==> src/rtl/nx_xrfb_reader_if.sv <==
// Command, memory read-port and output-stream signals of the NX_XRFB reader.
interface nx_xrfb_reader_if #(
    parameter int unsigned ADDR_W = 6,
    parameter int unsigned DATA_W = 18
);
    logic              START;
    logic [ADDR_W-1:0] BASE;
    logic [ADDR_W:0]   LEN;
    logic [ADDR_W-1:0] RA;
    logic [DATA_W-1:0] RD;
    logic [DATA_W-1:0] O_DATA;
    logic              O_VALID;
    logic              O_READY;
    logic              BUSY;
    logic              DONE;

    // Environment side: issues commands, models the memory, consumes the stream
    modport master (
        output START, BASE, LEN, RD, O_READY,
        input  RA, O_DATA, O_VALID, BUSY, DONE
    );

    // Reader side
    modport slave (
        input  START, BASE, LEN, RD, O_READY,
        output RA, O_DATA, O_VALID, BUSY, DONE
    );
endinterface

==> src/rtl/nx_xrfb_reader.sv <==
// Streams LEN consecutive words out of an async-read register file through a
// 2-entry valid/ready buffer, one word per cycle when the sink keeps up.
module nx_xrfb_reader #(
    parameter int unsigned ADDR_W = 6,
    parameter int unsigned DATA_W = 18
) (
    input  logic             CK,
    input  logic             R,
    nx_xrfb_reader_if.slave  bus
);
    localparam int unsigned LEN_W = ADDR_W + 1;
    localparam logic [LEN_W-1:0] LEN_MAX = LEN_W'(1) << ADDR_W;

    typedef enum logic [1:0] {
        ST_IDLE  = 2'd0,
        ST_READ  = 2'd1,
        ST_DRAIN = 2'd2
    } state_t;

    state_t            state_q, state_d;
    logic [ADDR_W-1:0] ra_q, ra_d;
    logic [LEN_W-1:0]  rem_q, rem_d;
    logic [DATA_W-1:0] head_q, head_d;
    logic [DATA_W-1:0] tail_q, tail_d;
    logic [1:0]        cnt_q, cnt_d;
    logic              valid_q, valid_d;
    logic              busy_q, busy_d;
    logic              done_q, done_d;

    logic              pop;
    logic              push;
    logic [LEN_W-1:0]  len_clamped;

    assign pop = valid_q & bus.O_READY;

    // Command sequencing, address generation and buffer bookkeeping
    always_comb begin
        state_d     = state_q;
        ra_d        = ra_q;
        rem_d       = rem_q;
        head_d      = head_q;
        tail_d      = tail_q;
        cnt_d       = cnt_q;
        busy_d      = busy_q;
        done_d      = 1'b0;
        push        = 1'b0;
        len_clamped = (bus.LEN > LEN_MAX) ? LEN_MAX : bus.LEN;

        case (state_q)
            ST_IDLE: begin
                // The DONE cycle still counts as part of the finished command
                if (bus.START && !done_q) begin
                    if (len_clamped != '0) begin
                        ra_d    = bus.BASE;
                        rem_d   = len_clamped;
                        busy_d  = 1'b1;
                        state_d = ST_READ;
                    end else begin
                        done_d = 1'b1;
                    end
                end
            end
            ST_READ: begin
                if ((rem_q != '0) && ((cnt_q != 2'd2) || pop)) begin
                    push  = 1'b1;
                    ra_d  = ra_q + ADDR_W'(1);
                    rem_d = rem_q - LEN_W'(1);
                    if (rem_q == LEN_W'(1)) begin
                        state_d = ST_DRAIN;
                    end
                end
            end
            ST_DRAIN: begin
                if (pop && (cnt_q == 2'd1)) begin
                    busy_d  = 1'b0;
                    done_d  = 1'b1;
                    state_d = ST_IDLE;
                end
            end
            default: begin
                state_d = ST_IDLE;
            end
        endcase

        // Head register feeds the stream; tail only holds a word while stalled
        case (cnt_q)
            2'd0: begin
                if (push) begin
                    head_d = bus.RD;
                    cnt_d  = 2'd1;
                end
            end
            2'd1: begin
                if (push && pop) begin
                    head_d = bus.RD;
                end else if (push) begin
                    tail_d = bus.RD;
                    cnt_d  = 2'd2;
                end else if (pop) begin
                    cnt_d = 2'd0;
                end
            end
            default: begin
                if (pop) begin
                    head_d = tail_q;
                    if (push) begin
                        tail_d = bus.RD;
                    end else begin
                        cnt_d = 2'd1;
                    end
                end
            end
        endcase

        valid_d = (cnt_d != 2'd0);
    end

    // State registers with synchronous reset
    always_ff @(posedge CK) begin
        if (R) begin
            state_q <= ST_IDLE;
            ra_q    <= '0;
            rem_q   <= '0;
            head_q  <= '0;
            tail_q  <= '0;
            cnt_q   <= 2'd0;
            valid_q <= 1'b0;
            busy_q  <= 1'b0;
            done_q  <= 1'b0;
        end else begin
            state_q <= state_d;
            ra_q    <= ra_d;
            rem_q   <= rem_d;
            head_q  <= head_d;
            tail_q  <= tail_d;
            cnt_q   <= cnt_d;
            valid_q <= valid_d;
            busy_q  <= busy_d;
            done_q  <= done_d;
        end
    end

    assign bus.RA      = ra_q;
    assign bus.O_DATA  = head_q;
    assign bus.O_VALID = valid_q;
    assign bus.BUSY    = busy_q;
    assign bus.DONE    = done_q;
endmodule
==> src/flat_wrapper.sv <==
// flat-port wrapper written by rule: the top's interface ports become plain ports
module nx_xrfb_reader_flat 
#(
    parameter int unsigned ADDR_W = 6,
    parameter int unsigned DATA_W = 18
)
  (CK, R, bus_START, bus_BASE, bus_LEN, bus_RD, bus_O_READY, bus_RA, bus_O_DATA, bus_O_VALID, bus_BUSY, bus_DONE);
  nx_xrfb_reader_if #(.ADDR_W(ADDR_W), .DATA_W(DATA_W)) bus_i ();
  input  logic CK;
  input  logic R;
  input wire logic [$bits(bus_i.START)-1:0] bus_START;
  input wire logic [$bits(bus_i.BASE)-1:0] bus_BASE;
  input wire logic [$bits(bus_i.LEN)-1:0] bus_LEN;
  input wire logic [$bits(bus_i.RD)-1:0] bus_RD;
  input wire logic [$bits(bus_i.O_READY)-1:0] bus_O_READY;
  output wire logic [$bits(bus_i.RA)-1:0] bus_RA;
  output wire logic [$bits(bus_i.O_DATA)-1:0] bus_O_DATA;
  output wire logic [$bits(bus_i.O_VALID)-1:0] bus_O_VALID;
  output wire logic [$bits(bus_i.BUSY)-1:0] bus_BUSY;
  output wire logic [$bits(bus_i.DONE)-1:0] bus_DONE;
  assign bus_i.START = bus_START;
  assign bus_i.BASE = bus_BASE;
  assign bus_i.LEN = bus_LEN;
  assign bus_i.RD = bus_RD;
  assign bus_i.O_READY = bus_O_READY;
  assign bus_RA = bus_i.RA;
  assign bus_O_DATA = bus_i.O_DATA;
  assign bus_O_VALID = bus_i.O_VALID;
  assign bus_BUSY = bus_i.BUSY;
  assign bus_DONE = bus_i.DONE;
  nx_xrfb_reader #(.ADDR_W(ADDR_W), .DATA_W(DATA_W)) u_core (.CK(CK), .R(R), .bus(bus_i));
endmodule
==> config.mk <==
export PLATFORM = sky130hd
export DESIGN_NAME = nx_xrfb_reader_flat
export DESIGN_NICKNAME = d
export VERILOG_FILES = /design/src/rtl/nx_xrfb_reader_if.sv /design/src/rtl/nx_xrfb_reader.sv /design/src/flat_wrapper.sv
export SDC_FILE = /design/constraint.sdc
export NUM_CORES = 1
export LEC_CHECK = 0
export CORE_ASPECT_RATIO = 0.7
export CORE_MARGIN = 2
export CORE_UTILIZATION = 56
export CTS_BUF_LIST = sky130_fd_sc_hd__clkbuf_2
export DETAILED_ROUTE_END_ITERATION = 10
export PLACE_DENSITY = 0.88
export SETUP_SLACK_MARGIN = 0.02
export SYNTH_ARGS = -nofsm -noshare
export SYNTH_HDL_FRONTEND = slang
export SYNTH_SLANG_ARGS = --single-unit
==> constraint.sdc <==
create_clock -name CK -period 3.2 [get_ports CK]
set_clock_uncertainty 0.05 [all_clocks]
set_input_delay 0.96 -clock CK [delete_from_list [all_inputs] [get_ports CK]]
set_output_delay 0.96 -clock CK [all_outputs]
set_load 0.02 [all_outputs]
==> results of run 1 <==
==> sequential cells by signal (all words and copies together) (netlist names) <==
signal and cells:
u_core.rem_q 7, u_core.bus.O_DATA 18, u_core.cnt_q 2, u_core.bus.O_VALID 1, u_core.bus.DONE 1, u_core.bus.BUSY 1
u_core.tail_q 18, u_core.state_q 2, u_core.bus.RA 6
==> area by class of cell <==
type	instances	area, sq um	area share [%]
multi-input combinational	218	1490	43.1
sequential	56	1120	32.4
timing repair buffer	69	666	19.2
tap	69	86.3	2.49
clock inverter	2	60.1	1.73
clock buffer	5	25.0	0.723
inverter	3	11.3	0.325
==> cells by family (layout without fill, tap and decap cells) <==
kind of cell / count (synthesis) / after routing / share of synthesized area, %
compound gates: 71 / 71 / 20.6
xor+xnor: 1 / 1 / 0.316
fa+ha+maj: 3 / 3 / 1.35
buf+inv: 26 / 79 / 5.82
flops: 56 / 56 / 40.5
mux: 37 / 37 / 13.4
simple gates: 106 / 106 / 18.1
==> synthesized netlist by cell type (4+ instances only) <==
| master | instances | share of area, % |
|---|---|---|
| a21oi_1 | 17 | 3.1 |
| nor4_1 | 4 | 0.90 |
| mux2i_1 | 37 | 13 |
| buf_6 | 8 | 3.3 |
| nand3_1 | 8 | 1.4 |
| clkbuf_1 | 12 | 1.6 |
| o21ai_0 | 17 | 3.1 |
| nor2_1 | 49 | 6.6 |
| nor3b_1 | 5 | 1.4 |
| nor3_1 | 7 | 1.3 |
| a211oi_2 | 19 | 8.6 |
| dfxtp_1 | 56 | 40 |
| a31oi_1 | 5 | 1.1 |
| nand2_1 | 17 | 2.3 |
==> worst min-delay path, cell delays in order (launching register included) <==
cell,delay (ns)
dfxtp_1,0.38
o21ai_0,0.07
a21oi_1,0.06
==> layer usage <==
layer | global-route usage (%) | vias to the layer above | part of all wire (%) | routed length (microns)
li1 | - | 1177 | - | -
met1 | 32.3 | 1076 | 47 | 2870
met2 | 36.1 | 68 | 47 | 2870
met3 | 6.08 | 2 | 5.5 | 338
met4 | 3.41 | 0 | 0.28 | 17
met5 | 0 | - | 0 | 0
==> worst paths after layout <==
path	slack [ns]	from	endpoint
max	0.61	bus_START	u_core.bus.RA[1]
min	0.47	u_core.bus.RA[5]	u_core.bus.RA[5]
max reg2reg	1.04	u_core.rem_q[2]	u_core.rem_q[1]
min reg2reg	0.47	u_core.bus.RA[5]	u_core.bus.RA[5]
==> per-stage QoR <==
step	std cells	instance area, sq um
finish	422	3460
global route	422	3460
CTS	422	3460
detailed placement	415	3380
global placement	415	3380
floorplan	300	2770
==> power breakdown <==
group / internal (W) / switching (W) / total (W)
logic: 0.000252 / 0.000295 / 0.000548
registers: 0.000768 / 0.0000537 / 0.000822
clock network: 0.000206 / 0.000218 / 0.000423
total: 0.00123 / 0.000567 / 0.00179
==> flow_summary.ini, run 1 <==
[run_status]
run_status = complete, no violations

[synth]
synth_area_sq_um = 2770
dominantRegCellSynth = dfxtp_1
syn_area_per_cell_sq_um = 9.24
synth_enable_flop_cells = 0
synth.yosys.warnings = 0
syn_nets = 338
synth_seq_area_share_pct = 40.5
synth_cell_types = 41
async_flop_share_pct = 0
postSynthRegisterBits = 56
post_synth_inst_count = 300

[placed_design]
port_buffers = 61
pre_cts_slack_ns = 0.173
final_replace_weighted_congestion = 0.833
dp_hpwl_mm = 4.33

[sta]
timing.hold.ws_ns = 0.471
final.period_utilization_pct = 80.9
post-route-min-period_ns = 2.59
worstMarginPinSlew_ns = 0.878
hold_violations = 0
clock.fmax_mhz = 386
post-route-worst-setup-slack_ns = 0.612
timing.slew.headroom_pct = 41.5
rsz0062_at_grt = false
fin_setup_tns_ns = 0
setup_viol = 0
slew_viol_final = 0

[worst_setup_path]
crit_buf_inv = 1
worst_path_dominant_cell_family = compound AO/OA/AOI/OAI gates
worstPathMaxFanout = 13
critical_path.startpoint_type = input pin
cp_num_cells = 6
timing.critical_path.cells = clkdlybuf4s50_1, or4b_1, a21oi_2, a31o_2, nor2_1, a311oi_2
worst-endpoint-arrival_ns = 2.91
timing.critical_path.slowest_stage_cell = or4b_1
endpoint_kind = flop
timing.reg2reg.worst_path_depth = 5
worst_path_largest_cell_delay_ns = 0.49
crit_required_ns = 3.52
critical_path_class = input pin to flop

[pwr]
worst_ir_drop_vdd_uv = 353
total_power_w = 0.00179
power.density_cell_area_nw_per_um2 = 518
power_leakage_nw = 1.16

[floorplan]
floorplan_row_count = 21
die_area_sq_um = 5540
initial_utilization_pct = 58.0
die_w_microns = 88.1
die_h_microns = 62.9
total_core_area_sq_um = 4780
ios = 62

[finish]
num_antenna_cells = 0
leading_cell_type_in_the_layout_fill_and_taps_excluded = clkdlybuf4s50_1
fraction_of_final_layout_cells_sized_beyond_drive_strength_1_pct = 12.2
layout-area-overhead-vs-synth_pct = 24.9
finish.utilization_pct = 72.4
filler_cell_count = 375
fin_nets = 391
final_cell_mix = 60 x clkdlybuf4s50_1, 56 x dfxtp_1, 49 x nor2_1, 37 x mux2i_1, 19 x a211oi_2

[grt]
grt_start_max_net_pins = 35
first_pass_grt_wire_length_mm = 10.1
grt_antenna_before_repair = 0
first_global_vias = 2181
grt_util_all_layers_pct = 22.9
grt-ovfl-total = 0

[cts]
clock_tree.buffer_depth = 2
clock_tree.root_cell = clkbuf_2
clock_latency_ns = 0.44
postCtsHoldBufs = 0
clkTransAtPathRegs_ns = 0.26
numCtsBuffers = 5
cts_resized = 0
tritoncts = yes
tritoncts_num_sinks = 56
ctsHtreeMaxLevel = 2
postCtsSetupRepairBufs = 0

[min_path]
min_delay_path_depth = 2
worst_hold_path_type = flop to flop

[detailed_routing]
drc = 0
ant_nets = 0
dr.pass1.iters = 5
route.detailed.vias_per_inst = 5.50
drt_iter0_markers = 162
route.final.wire_length_mm = 6.10
wl_per_cell_microns = 14.5
vias = 2323

[flow_run]
cap_viol_max_count = 0
Power figures use the tool's default switching activity.
==> run 2, diff against run 1 <==
- CORE_UTILIZATION: 56 -> 47
- PLACE_DENSITY: 0.88 -> 0.78
- clock period: 3.2 -> 2.1 ns (I/O delays scaled with it)
==> flow_summary.ini, run 2 (synthesis results as in run 1) <==
[run_status]
run_status = complete, no violations

[floorplan]
die_h_microns = 68.2
initial_utilization_pct = 48.6
floorplan_row_count = 23
die_area_sq_um = 6540
total_core_area_sq_um = 5700
ios = 62
die_w_microns = 95.8

[placed_design]
dp_hpwl_mm = 4.53
pre_cts_slack_ns = -0.399
final_replace_weighted_congestion = 0.895
port_buffers = 61

[finish]
filler_cell_count = 480
layout-area-overhead-vs-synth_pct = 32.1
fraction_of_final_layout_cells_sized_beyond_drive_strength_1_pct = 19.9
fin_nets = 418
final_cell_mix = 53 x dfxtp_1, 49 x nor2_1, 37 x mux2i_1, 33 x clkdlybuf4s50_1, 32 x buf_4
leading_cell_type_in_the_layout_fill_and_taps_excluded = dfxtp_1
num_antenna_cells = 0

[detailed_routing]
wl_per_cell_microns = 14.0
route.final.wire_length_mm = 6.40
ant_nets = 0
drc = 0
vias = 2460
dr.pass1.iters = 4
drt_iter0_markers = 138
route.detailed.vias_per_inst = 5.39

[grt]
grt_start_max_net_pins = 57
first_pass_grt_wire_length_mm = 10.2
grt_antenna_before_repair = 0
grt-ovfl-total = 0
first_global_vias = 2223
grt_util_all_layers_pct = 19.9

[worst_setup_path]
crit_required_ns = 2.45
worst-endpoint-arrival_ns = 2.39
worst_path_largest_cell_delay_ns = 0.48
timing.reg2reg.worst_path_depth = 6
reg2reg_to = u_core.bus.O_DATA[12]
reg2reg_slack_ns = 0.13
timing.critical_path.slowest_stage_cell = or4b_4
crit_buf_inv = 2
timing.critical_path.cells = clkdlybuf4s50_1, or4b_4, a21oi_4, a31oi_4, buf_4, or3_1, a31oi_1
worst_path_dominant_cell_family = simple AND/OR/NAND/NOR gates
worst_setup_path_startpoint = bus_START
endpoint_kind = flop
critical_path.reg2reg.startpoint = u_core.rem_q[2]
worstPathMaxFanout = 6
critical_path.startpoint_type = input pin
critical_path_class = input pin to flop

[pwr]
worst_ir_drop_vdd_uv = 373
power_leakage_nw = 1.40
power.density_cell_area_nw_per_um2 = 716

[sta]
clock.fmax_mhz = 491
hold_violations = 0
worstMarginPinSlew_ns = 0.402
rsz0062_at_grt = false
post-route-min-period_ns = 2.04
fin_setup_tns_ns = 0
setup_viol = 0
slew_viol_final = 0
timing.slew.headroom_pct = 73.0
final.period_utilization_pct = 97.0
post-route-worst-setup-slack_ns = 0.0620

[cts]
clock_latency_ns = 0.45
numCtsBuffers = 5
clkTransAtPathRegs_ns = 0.28
tritoncts = yes
postCtsHoldBufs = 0
ctsHtreeMaxLevel = 2
clock_tree.buffer_depth = 2
tritoncts_num_sinks = 56
clock_tree.root_cell = clkbuf_2

[min_path]
min_delay_path_depth = 2
min_delay_worst_endpoint = u_core.bus.RA[5]
holdCritStartpoint = u_core.bus.RA[5]
worst_hold_path_type = flop to flop

[flow_run]
cap_viol_max_count = 0
-- run 2: changes by cell type in the layout (fill, tap and decap cells not counted), moves of 2 or more --
cell,before,now
dfxtp_2,0,3
dlygate4sd2_1,0,27
buf_12,0,3
dfxtp_1,56,53
buf_4,8,32
clkdlybuf4s50_1,60,33
bufinv_16,2,0
-- run 2: area by class of cell --
class / count / area [sq um] / area share (%)
tap: 75 / 93.8 / 2.56
sequential: 56 / 1120 / 30.7
multi-input combinational: 218 / 1510 / 41.2
clock buffer: 5 / 25.0 / 0.683
clock inverter: 3 / 27.5 / 0.752
timing repair buffer: 96 / 872 / 23.8
inverter: 3 / 11.3 / 0.307
-- run 2: worst max-delay path by stage --
stage,endpoint,depth (start not counted)
5_1_grt,u_core.bus.O_DATA[9],6
3_5_place_dp,u_core.bus.RA[4],7
6_report,u_core.bus.RA[0],7
2_1_floorplan,u_core.bus.RA[0],5
4_1_cts,u_core.rem_q[1],6
3_3_place_gp,u_core.bus.RA[1],6
-- run 2: where the power goes --
| group | internal, W | switching [W] | leakage, nW | total (W) |
|---|---|---|---|---|
| Combinational | 0.000436 | 0.000481 | 0.907 | 0.000917 |
| Sequential | 0.00117 | 0.0000749 | 0.458 | 0.00125 |
| Clock | 0.0000935 | 0.000363 | 0.0311 | 0.000457 |
-- run 2: timing repair --
action | in CTS | in global routing
gates resized for setup | 30 | 3
buffers inserted | 0 | 1
setup endpoints to repair | 27 | 27
hold endpoints to repair | 0 | 0
pin swaps | 0 | 1
-- run 2: tightest hold or removal path: stages, from the launching register on --
cell	delay, ns
dfxtp_1	0.38
o21ai_0	0.07
a21oi_1	0.06
-- run 2: metrics by stage --
| step | utilization [%] | area [sq um] | hold WS (ns) | total power, W | cells |
|---|---|---|---|---|---|
| 4_1_cts | 63.9 | 3640 | 0.467 | 0.00262 | 455 |
| 3_5_place_dp | 63.5 | 3620 | 0.433 | 0.00222 | 447 |
| 2_1_floorplan | - | 2770 | 0.410 | 0.00183 | 300 |
| 3_3_place_gp | 63.5 | 3620 | 0.422 | 0.00219 | 447 |
| 6_report | 64.3 | 3660 | 0.467 | 0.00262 | 456 |
| 5_1_grt | 64.3 | 3660 | 0.495 | 0.00277 | 456 |
-- run 2: per-layer routing --
metal | GRT usage, % | share of wire [%] | wire length (microns) | vias to the layer above
met5 | 0 | 0 | 0 | -
met4 | 5.36 | 0.95 | 61 | 0
met3 | 3.63 | 4.4 | 280 | 7
met2 | 32.3 | 46 | 2960 | 52
met1 | 27.3 | 48 | 3100 | 1170
li1 | - | - | - | 1231
==> run 3, diff against run 2 <==
- SLEW_MARGIN: unset -> 20
==> results of run 3 <==
Same layout as run 2: the final DEF is identical, and so are final timing and power.
